File: src/rtl/pwm_pkg.sv
// Shared definitions for the two-axis PWM link (generator and decoder sides).
package pwm_pkg;

  localparam int W_DEF       = 6;
  localparam int PERIOD_DEF  = 64;
  localparam int TIMEOUT_DEF = 128;
  localparam int DUTY_MAX    = (1 << W_DEF) - 1;

  typedef enum logic {
    IDLE = 1'b0,
    MEAS = 1'b1
  } chan_state_e;

endpackage

File: src/rtl/pwm_chan_meas.sv
// One PWM receive channel: input synchronizer, rising-edge detect, period and
// high-time counters, and registered duty/valid/error outputs.
module pwm_chan_meas
  import pwm_pkg::*;
#(
  parameter int W       = W_DEF,
  parameter int PERIOD  = PERIOD_DEF,
  parameter int TIMEOUT = TIMEOUT_DEF,
  parameter int SYNC    = 1
) (
  input  logic         clk_i,
  input  logic         rst_ni,
  input  logic         enable_i,
  input  logic         pulse_i,
  output logic [W-1:0] duty_o,
  output logic         valid_o,
  output logic         err_o
);

  localparam int CW = $clog2(TIMEOUT + 1);
  localparam int HW = W + 1;
  localparam logic [CW-1:0] PERIOD_C  = CW'(PERIOD);
  localparam logic [CW-1:0] TO_LAST_C = CW'(TIMEOUT - 1);

  logic              s;
  logic              s_d_q;
  logic              rise;
  chan_state_e       state_q;
  logic [CW-1:0]     per_cnt_q;
  logic [HW-1:0]     hi_cnt_q;
  logic [HW-1:0]     hi_cnt_d;
  logic [W-1:0]      hi_duty;
  logic [W-1:0]      duty_q;
  logic              valid_q;
  logic              err_q;

  generate
    if (SYNC != 0) begin : g_sync
      logic [1:0] sync_q;
      always_ff @(posedge clk_i or negedge rst_ni) begin
        if (!rst_ni) sync_q <= '0;
        else         sync_q <= {sync_q[0], pulse_i};
      end
      assign s = sync_q[1];
    end else begin : g_nosync
      assign s = pulse_i;
    end
  endgenerate

  assign rise     = s & ~s_d_q;
  assign hi_cnt_d = (s && (hi_cnt_q != '1)) ? hi_cnt_q + HW'(1) : hi_cnt_q;

  // High time can exceed the duty range only on malformed input; clamp it.
  always_comb begin
    hi_duty = hi_cnt_q[W-1:0];
    if (hi_cnt_q[W]) hi_duty = '1;
  end

  always_ff @(posedge clk_i or negedge rst_ni) begin
    if (!rst_ni) begin
      s_d_q     <= 1'b0;
      state_q   <= IDLE;
      per_cnt_q <= '0;
      hi_cnt_q  <= '0;
      duty_q    <= '0;
      valid_q   <= 1'b0;
      err_q     <= 1'b0;
    end else begin
      s_d_q   <= s;
      valid_q <= 1'b0;
      err_q   <= 1'b0;
      if (!enable_i) begin
        state_q   <= IDLE;
        per_cnt_q <= '0;
        hi_cnt_q  <= '0;
      end else if (rise) begin
        // The first edge after IDLE only opens a measurement window.
        if (state_q == MEAS) begin
          if (per_cnt_q == PERIOD_C) begin
            duty_q  <= hi_duty;
            valid_q <= 1'b1;
          end else begin
            err_q <= 1'b1;
          end
        end
        per_cnt_q <= CW'(1);
        hi_cnt_q  <= HW'(1);
        state_q   <= MEAS;
      end else if (per_cnt_q >= TO_LAST_C) begin
        duty_q    <= {W{s}};
        valid_q   <= 1'b1;
        per_cnt_q <= '0;
        hi_cnt_q  <= '0;
        state_q   <= IDLE;
      end else begin
        per_cnt_q <= per_cnt_q + CW'(1);
        hi_cnt_q  <= (state_q == MEAS) ? hi_cnt_d : '0;
      end
    end
  end

  assign duty_o  = duty_q;
  assign valid_o = valid_q;
  assign err_o   = err_q;

endmodule

File: src/rtl/pwm_duty_decoder.sv
// Two-axis PWM receiver: independent X and Y measurement channels sharing
// clock, reset and enable.
module pwm_duty_decoder
  import pwm_pkg::*;
#(
  parameter int W       = W_DEF,
  parameter int PERIOD  = PERIOD_DEF,
  parameter int TIMEOUT = TIMEOUT_DEF,
  parameter int SYNC    = 1
) (
  input  logic         sysclk,
  input  logic         Reset_Sw,
  input  logic         Enable,
  input  logic         Pulse_X,
  input  logic         Pulse_Y,
  output logic [W-1:0] Duty_X,
  output logic [W-1:0] Duty_Y,
  output logic         Valid_X,
  output logic         Valid_Y,
  output logic         Err_X,
  output logic         Err_Y
);

  logic [1:0]   pulse_w;
  logic [1:0]   valid_w;
  logic [1:0]   err_w;
  logic [W-1:0] duty_w [2];

  assign pulse_w = {Pulse_Y, Pulse_X};

  generate
    for (genvar gi = 0; gi < 2; gi++) begin : g_chan
      pwm_chan_meas #(
        .W       (W),
        .PERIOD  (PERIOD),
        .TIMEOUT (TIMEOUT),
        .SYNC    (SYNC)
      ) u_meas (
        .clk_i    (sysclk),
        .rst_ni   (Reset_Sw),
        .enable_i (Enable),
        .pulse_i  (pulse_w[gi]),
        .duty_o   (duty_w[gi]),
        .valid_o  (valid_w[gi]),
        .err_o    (err_w[gi])
      );
    end
  endgenerate

  assign Duty_X  = duty_w[0];
  assign Duty_Y  = duty_w[1];
  assign Valid_X = valid_w[0];
  assign Valid_Y = valid_w[1];
  assign Err_X   = err_w[0];
  assign Err_Y   = err_w[1];

endmodule

File: config.mk
export PLATFORM = sky130hd
export DESIGN_NAME = pwm_duty_decoder
export DESIGN_NICKNAME = d
export VERILOG_FILES = /design/src/rtl/pwm_pkg.sv /design/src/rtl/pwm_chan_meas.sv /design/src/rtl/pwm_duty_decoder.sv
export SDC_FILE = /design/constraint.sdc
export NUM_CORES = 1
export LEC_CHECK = 0
export CORE_MARGIN = 1
export CORE_UTILIZATION = 35
export DETAILED_ROUTE_END_ITERATION = 16
export PLACE_DENSITY_LB_ADDON = 0.15
export REMOVE_ABC_BUFFERS = 1
export SLEW_MARGIN = 20
export SYNTH_ARGS = -nofsm -noshare
export SYNTH_HDL_FRONTEND = slang
export SYNTH_SLANG_ARGS = --single-unit
File: constraint.sdc
create_clock -name sysclk -period 1.7 [get_ports sysclk]
set_input_delay 0.425 -clock sysclk [delete_from_list [all_inputs] [get_ports sysclk]]
set_output_delay 0.425 -clock sysclk [all_outputs]
set_load 0.02 [all_outputs]
# == Word level (Yosys, flattened, before mapping) ==
# Index checks and enable logic that the tools add are counted.
# W data, S select, Z words.
# totals
inputBits,5
output_inout_bits,16
romBits,0
ram_bits,0
latch_bits,0
elab_cells,94
register_bits,54
memories,0
# classes
n_mux,50
magnitude_cmp,2
eq_ne,12
reduce_logical,6
shift,0
multipliers,0
div_mod_pow,0
bitwise_logic,4
addsub,4
# op_table
op,count
$mux W7,10
$mux W6,10
$mux W8,6
$mux W1,24
$add A8 B1 Y8 const B,2
$eq A8 B7 Y1 const B,2
$ge A8 B7 Y1 const B,2
$add A7 B1 Y7 const B,2
$ne A7 B7 Y1 const B,2
$ne A5 B4 Y1 const B,2
$ne A2 B2 Y1 const B,4
$reduce_and A4 Y1,2
$ne A3 B1 Y1 const B,2
$reduce_bool A2 Y1,2
$and A1 B1 Y1,2
$logic_and A1 B1 Y1,2
$not A1 Y1,2

# == Logic depth before layout (Yosys ltp) ==
# logic_depth
word_depth,7
ltp_mapped,7
mapped_depth_nobuf,6

# == Cells and area by module ==
# Synthesis repeated with hierarchy kept, for this count alone.
# unflattened
hier_cells,224
hier_area_um2,2560.0
# by_module_without_submodules
module,area_per_inst_um2,instances,cells_each
pwm_chan_meas,1280.0,2,112

# == Worst setup path after synthesis ==
# OpenSTA, ideal clock, no wires.
# synth_timing
path_kind,register to register
start,reg g_chan[1].u_meas.per_cnt_q[0]
end,reg g_chan[1].u_meas.duty_q[4]
arrival_time_ns,1.745
required_time_ns,1.579
stages_incl_launch_ff,7
slack_ns,-0.166
setup_ns,0.121
n_path_buf,0
synth_period_minus_slack_ns,1.866
cell_sequence,dfrtp_1 -> inv_1 -> ha_1 -> nand4bb_4 -> or4_4 -> a31o_4 -> a22o_1
# synth_between
elab_chain_len,3
word_cells_on_any_way,5
classes_between,order compare: 1; eq/ne: 2; reduce/logical: 2
# synth_lines
item,line_no,rtl
from (decl),pwm_chan_meas.sv:29,logic [CW-1:0] per_cnt_q;
from (signal assigned),pwm_chan_meas.sv:96,per_cnt_q <= per_cnt_q + CW'(1);
$ge A8 B7 Y1 / $eq A8 B7 Y1 (equally long branches),"pwm_chan_meas.sv:89, pwm_chan_meas.sv:79",
$reduce_bool A2 Y1 (no line) / $ne A2 B2 Y1 (equally long branches),-,
$reduce_and A4 Y1 (no line) (*),-,
to (signal assigned),pwm_chan_meas.sv:80,duty_q <= hi_duty;
to (signal assigned),pwm_chan_meas.sv:90,duty_q <= {W{s}};
to (decl),pwm_chan_meas.sv:33,logic [W-1:0] duty_q;
# Mark *: on every way between the ends. The rest lies on a longest branch, timed or not.
# A chain may end at the register's enable or synchronous reset.

# == Final worst setup path ==
# layout_timing
start,reg g_chan[1].u_meas.per_cnt_q[3]
end,reg g_chan[1].u_meas.duty_q[0]
# The elaborated chain is that of the path after synthesis.

==> flow_metrics.env <==
export IMPL_status="finished, violations left"
export IMPL_violations="negative setup slack"
export IMPL_ys_ff_latch=54
export IMPL_synthesis_area_sq_um=2490
export IMPL_ff_latch_area_sq_um=1350
export IMPL_crit_required_ns=1.90
export IMPL_die_h_um=86.4
export IMPL_dr_pass1_iters=4
export IMPL_drt_iter0_drc=40
export IMPL_clock_sinks=54
export IMPL_multi_input_area_sq_um=1140
export IMPL_period_share=1.08
export IMPL_rsz0062_at_grt="yes"
export IMPL_rr_worst_depth=4
export IMPL_synth_edf_count=0
export IMPL_critical_path_class="reg -> reg"
export IMPL_grt_pass1_wl_mm=8.55
export IMPL_leakage_nw=1.57
export IMPL_vias=1888
export IMPL_vdd_drop_max_mv=0.318
export IMPL_synthMuxAreaShare=0.0160
export IMPL_grtUsageTotal=0.146
export IMPL_htree_levels=2
export IMPL_ioPinCount=21
export IMPL_maxCapViolCount=0
export IMPL_cp_endpoint="g_chan[1].u_meas.duty_o[0]"
export IMPL_r2r_end="g_chan[1].u_meas.duty_o[0]"
export IMPL_drv_slew=0
export IMPL_fill_cells=683
export IMPL_drtAntennaViolNets=0
export IMPL_syn_inst=230
export IMPL_synth_top_family_by_area="simple AND/OR/NAND/NOR gates"
export IMPL_cp_startpoint="g_chan[1].u_meas.per_cnt_q[3]"
export IMPL_drive_above_1_share=0.220
export IMPL_die_width_um=86.4
export IMPL_dpl_hpwl_mm=3.56
export IMPL_final_util=0.470
export IMPL_synth_cell_types=42
export IMPL_core_area_sq_um=6830
export IMPL_syn_area_per_cell_sq_um=10.8
export IMPL_drc_errors=0
export IMPL_timing_final_crit_period_ns=1.83
export IMPL_dp_cells=378
export IMPL_synth_compound_area_frac=0.122
export IMPL_ys_dominant_reg_cell="dfrtp_1"
export IMPL_arrival_ns=2.03
export IMPL_grt_max_degree=55
export IMPL_hold_viol=0
export IMPL_row_count=30
export IMPL_yosys_area_share_simple=0.229
export IMPL_whs_ns=0.0898
export IMPL_pre_cts_ws_ns=-0.343
export IMPL_clkTransAtPathRegs_ns=0.09
export IMPL_viasPerCell=4.88
export IMPL_start_util=0.365
export IMPL_worst_path_max_fanout=7
export IMPL_die_area_sq_um=7470
export IMPL_area_growth_pct=28.8
export IMPL_grt_overflow=0
export IMPL_synthArstFlopShare=1.00
export IMPL_end_kind="flop"
export IMPL_fin_setup_tns_ns=-0.719
export IMPL_worst_slew_pin_slew_ns=0.380
export IMPL_finalWeightedCongestion=0.771
export IMPL_critPathLaunchType="flop"
export IMPL_hp_class="in -> async"
export IMPL_io_buffers=20
export IMPL_grt_pass1_vias=1923
export IMPL_relSlewSlack=0.746
export IMPL_r2r_slack_ns=-0.13
export IMPL_worstReg2RegStart="g_chan[1].u_meas.per_cnt_q[3]"
export IMPL_fmax_ghz=0.547
export IMPL_grt_antenna_before_repair=0
export IMPL_setup_viol=6
export IMPL_clock_path_buffers=2
export IMPL_hold_buffers=0
export IMPL_diodes=0
export IMPL_powerDensity_nw_per_um2=680
export IMPL_yosysSeqAreaShare=0.542
export IMPL_synth_xor_area_frac=0.0386
export IMPL_cts_root_buf="clkbuf_8"
export IMPL_wl_mm=4.75
export IMPL_cts_tree="done"
export IMPL_clkLatencyLatePin_ns=0.30
export IMPL_avgRoutedWirePerCell_um=12.3
export IMPL_skew_ns=0.00785
export IMPL_fin_ws_ns=-0.128
export IMPL_ys_warn_count=0
export IMPL_num_nets_final=302
export IMPL_post_synth_fa_ha_maj_area_fraction=0.0301
export IMPL_layout_cells_non_filler=387
export IMPL_numCtsBuffers=5
==> logic make-up (layout without fill, tap and decap cells) <==
| family | after synthesis | count (layout) |
|---|---|---|
| flops | 54 | 54 |
| simple gates | 105 | 105 |
| buf+inv | 13 | 74 |
| compound gates | 37 | 37 |
| xor+xnor | 11 | 11 |
| fa+ha+maj | 6 | 6 |
| mux | 4 | 4 |
==> flip-flops by register name (all words and copies together) (netlist names) <==
register	count
g_chan.u_meas.duty_o	12
g_chan.u_meas.err_o	2
g_chan.u_meas.g_sync.sync_q	4
g_chan.u_meas.hi_cnt_q	14
g_chan.u_meas.per_cnt_q	16
g_chan.u_meas.s_d_q	2
g_chan.u_meas.state_q	2
g_chan.u_meas.valid_o	2
==> final cells by class <==
cell class | count | area share
Sequential cell | 54 | 0.421
Multi-Input combinational cell | 163 | 0.355
Timing Repair Buffer | 58 | 0.151
Tap cell | 96 | 0.0374
Clock buffer | 6 | 0.0226
Inverter | 9 | 0.0105
Clock inverter | 1 | 0.00234
==> per-layer routing <==
| layer | vias up | part of all wire | GRT usage |
|---|---|---|---|
| met5 | - | 0 | 0 |
| met4 | 0 | 0.014 | 0.0455 |
| met3 | 5 | 0.021 | 0.0286 |
| met2 | 18 | 0.46 | 0.243 |
| met1 | 905 | 0.50 | 0.191 |
| li1 | 960 | - | - |
==> power breakdown <==
part	leakage (nW)	switching (mW)	internal, mW	total, mW
Clock	0.0373	0.386	0.283	0.670
Combinational	0.804	0.101	0.0891	0.191
Sequential	0.733	0.0175	1.31	1.32
Total	1.57	0.505	1.68	2.18
==> worst max-delay path, cell delays in order, from the launching register on <==
cell and delay [ns]:
dfrtp_1 0.38, or3_1 0.41, or4_4 0.44, a31o_4 0.26, a22o_1 0.23
==> synth_stat cells, types with 2 or more instances <==
library cell / instances / area [sq um]
a31oi_1: 2 / 12.5
nor3_1: 6 / 30.0
a21oi_1: 7 / 35.0
nor4_1: 2 / 12.5
or3_1: 14 / 87.6
nand2_1: 16 / 60.1
o21ai_0: 5 / 25.0
a31o_2: 2 / 17.5
and3_1: 5 / 31.3
nand4b_1: 2 / 17.5
xor2_1: 9 / 78.8
a22o_1: 6 / 52.6
nand4_1: 3 / 18.8
and4_1: 3 / 26.3
nand2b_1: 2 / 12.5
inv_1: 9 / 33.8
a221o_1: 6 / 60.1
nand3_1: 13 / 65.1
dfrtp_1: 54 / 1350
clkbuf_1: 3 / 11.3
and3b_1: 2 / 17.5
ha_1: 6 / 75.1
nor2_1: 30 / 113
xnor2_1: 2 / 17.5
mux2i_1: 4 / 40.0
==> through the flow <==
step           cell area, sq um  total power [mW]
6_report                   3210              2.18
3_3_place_gp               3070              1.53
4_1_cts                    3160              2.23
2_1_floorplan              2470              1.43
5_1_grt                    3210              2.32
3_5_place_dp               3070              1.54
==> repair_timing <==
| action | CTS | global route |
|---|---|---|
| resized for setup | 16 | 11 |
| buffers inserted | 1 | 2 |
| setup endpoints to repair | 24 | 19 |
| pin swaps | 5 | 5 |
==> cells in the final DEF (no fill, tap or decap), types with 3 or more instances in the layout <==
cell	n
dfrtp_1	54
buf_4	37
nor2_1	30
nand2_1	16
nand3_1	13
or3_1	13
dlygate4sd2_1	11
xor2_1	9
inv_1	8
a21oi_1	6
a22o_1	6
a221o_1	6
and3_1	5
nor3_1	5
o21ai_0	5
clkbuf_8	5
clkdlybuf4s50_1	5
mux2i_1	4
ha_1	4
nand4_1	3
dlymetal6s2s_1	3
==> worst min path at each step <==
stage	start	end	slack (ns)	cells after the start
finish	Reset_Sw	g_chan[1].u_meas.duty_o[4]	0.09	2
floorplan	Reset_Sw	g_chan[0].u_meas.duty_o[0]	0.13	0
detailed placement	g_chan[0].u_meas.g_sync.sync_q[0]	g_chan[0].u_meas.g_sync.sync_q[1]	0.34	0
global placement	g_chan[0].u_meas.g_sync.sync_q[0]	g_chan[0].u_meas.g_sync.sync_q[1]	0.33	0
CTS	Reset_Sw	g_chan[1].u_meas.duty_o[4]	0.11	2
global route	Reset_Sw	g_chan[1].u_meas.duty_o[4]	0.11	2
No activity file was read; power rests on OpenSTA's default activity.
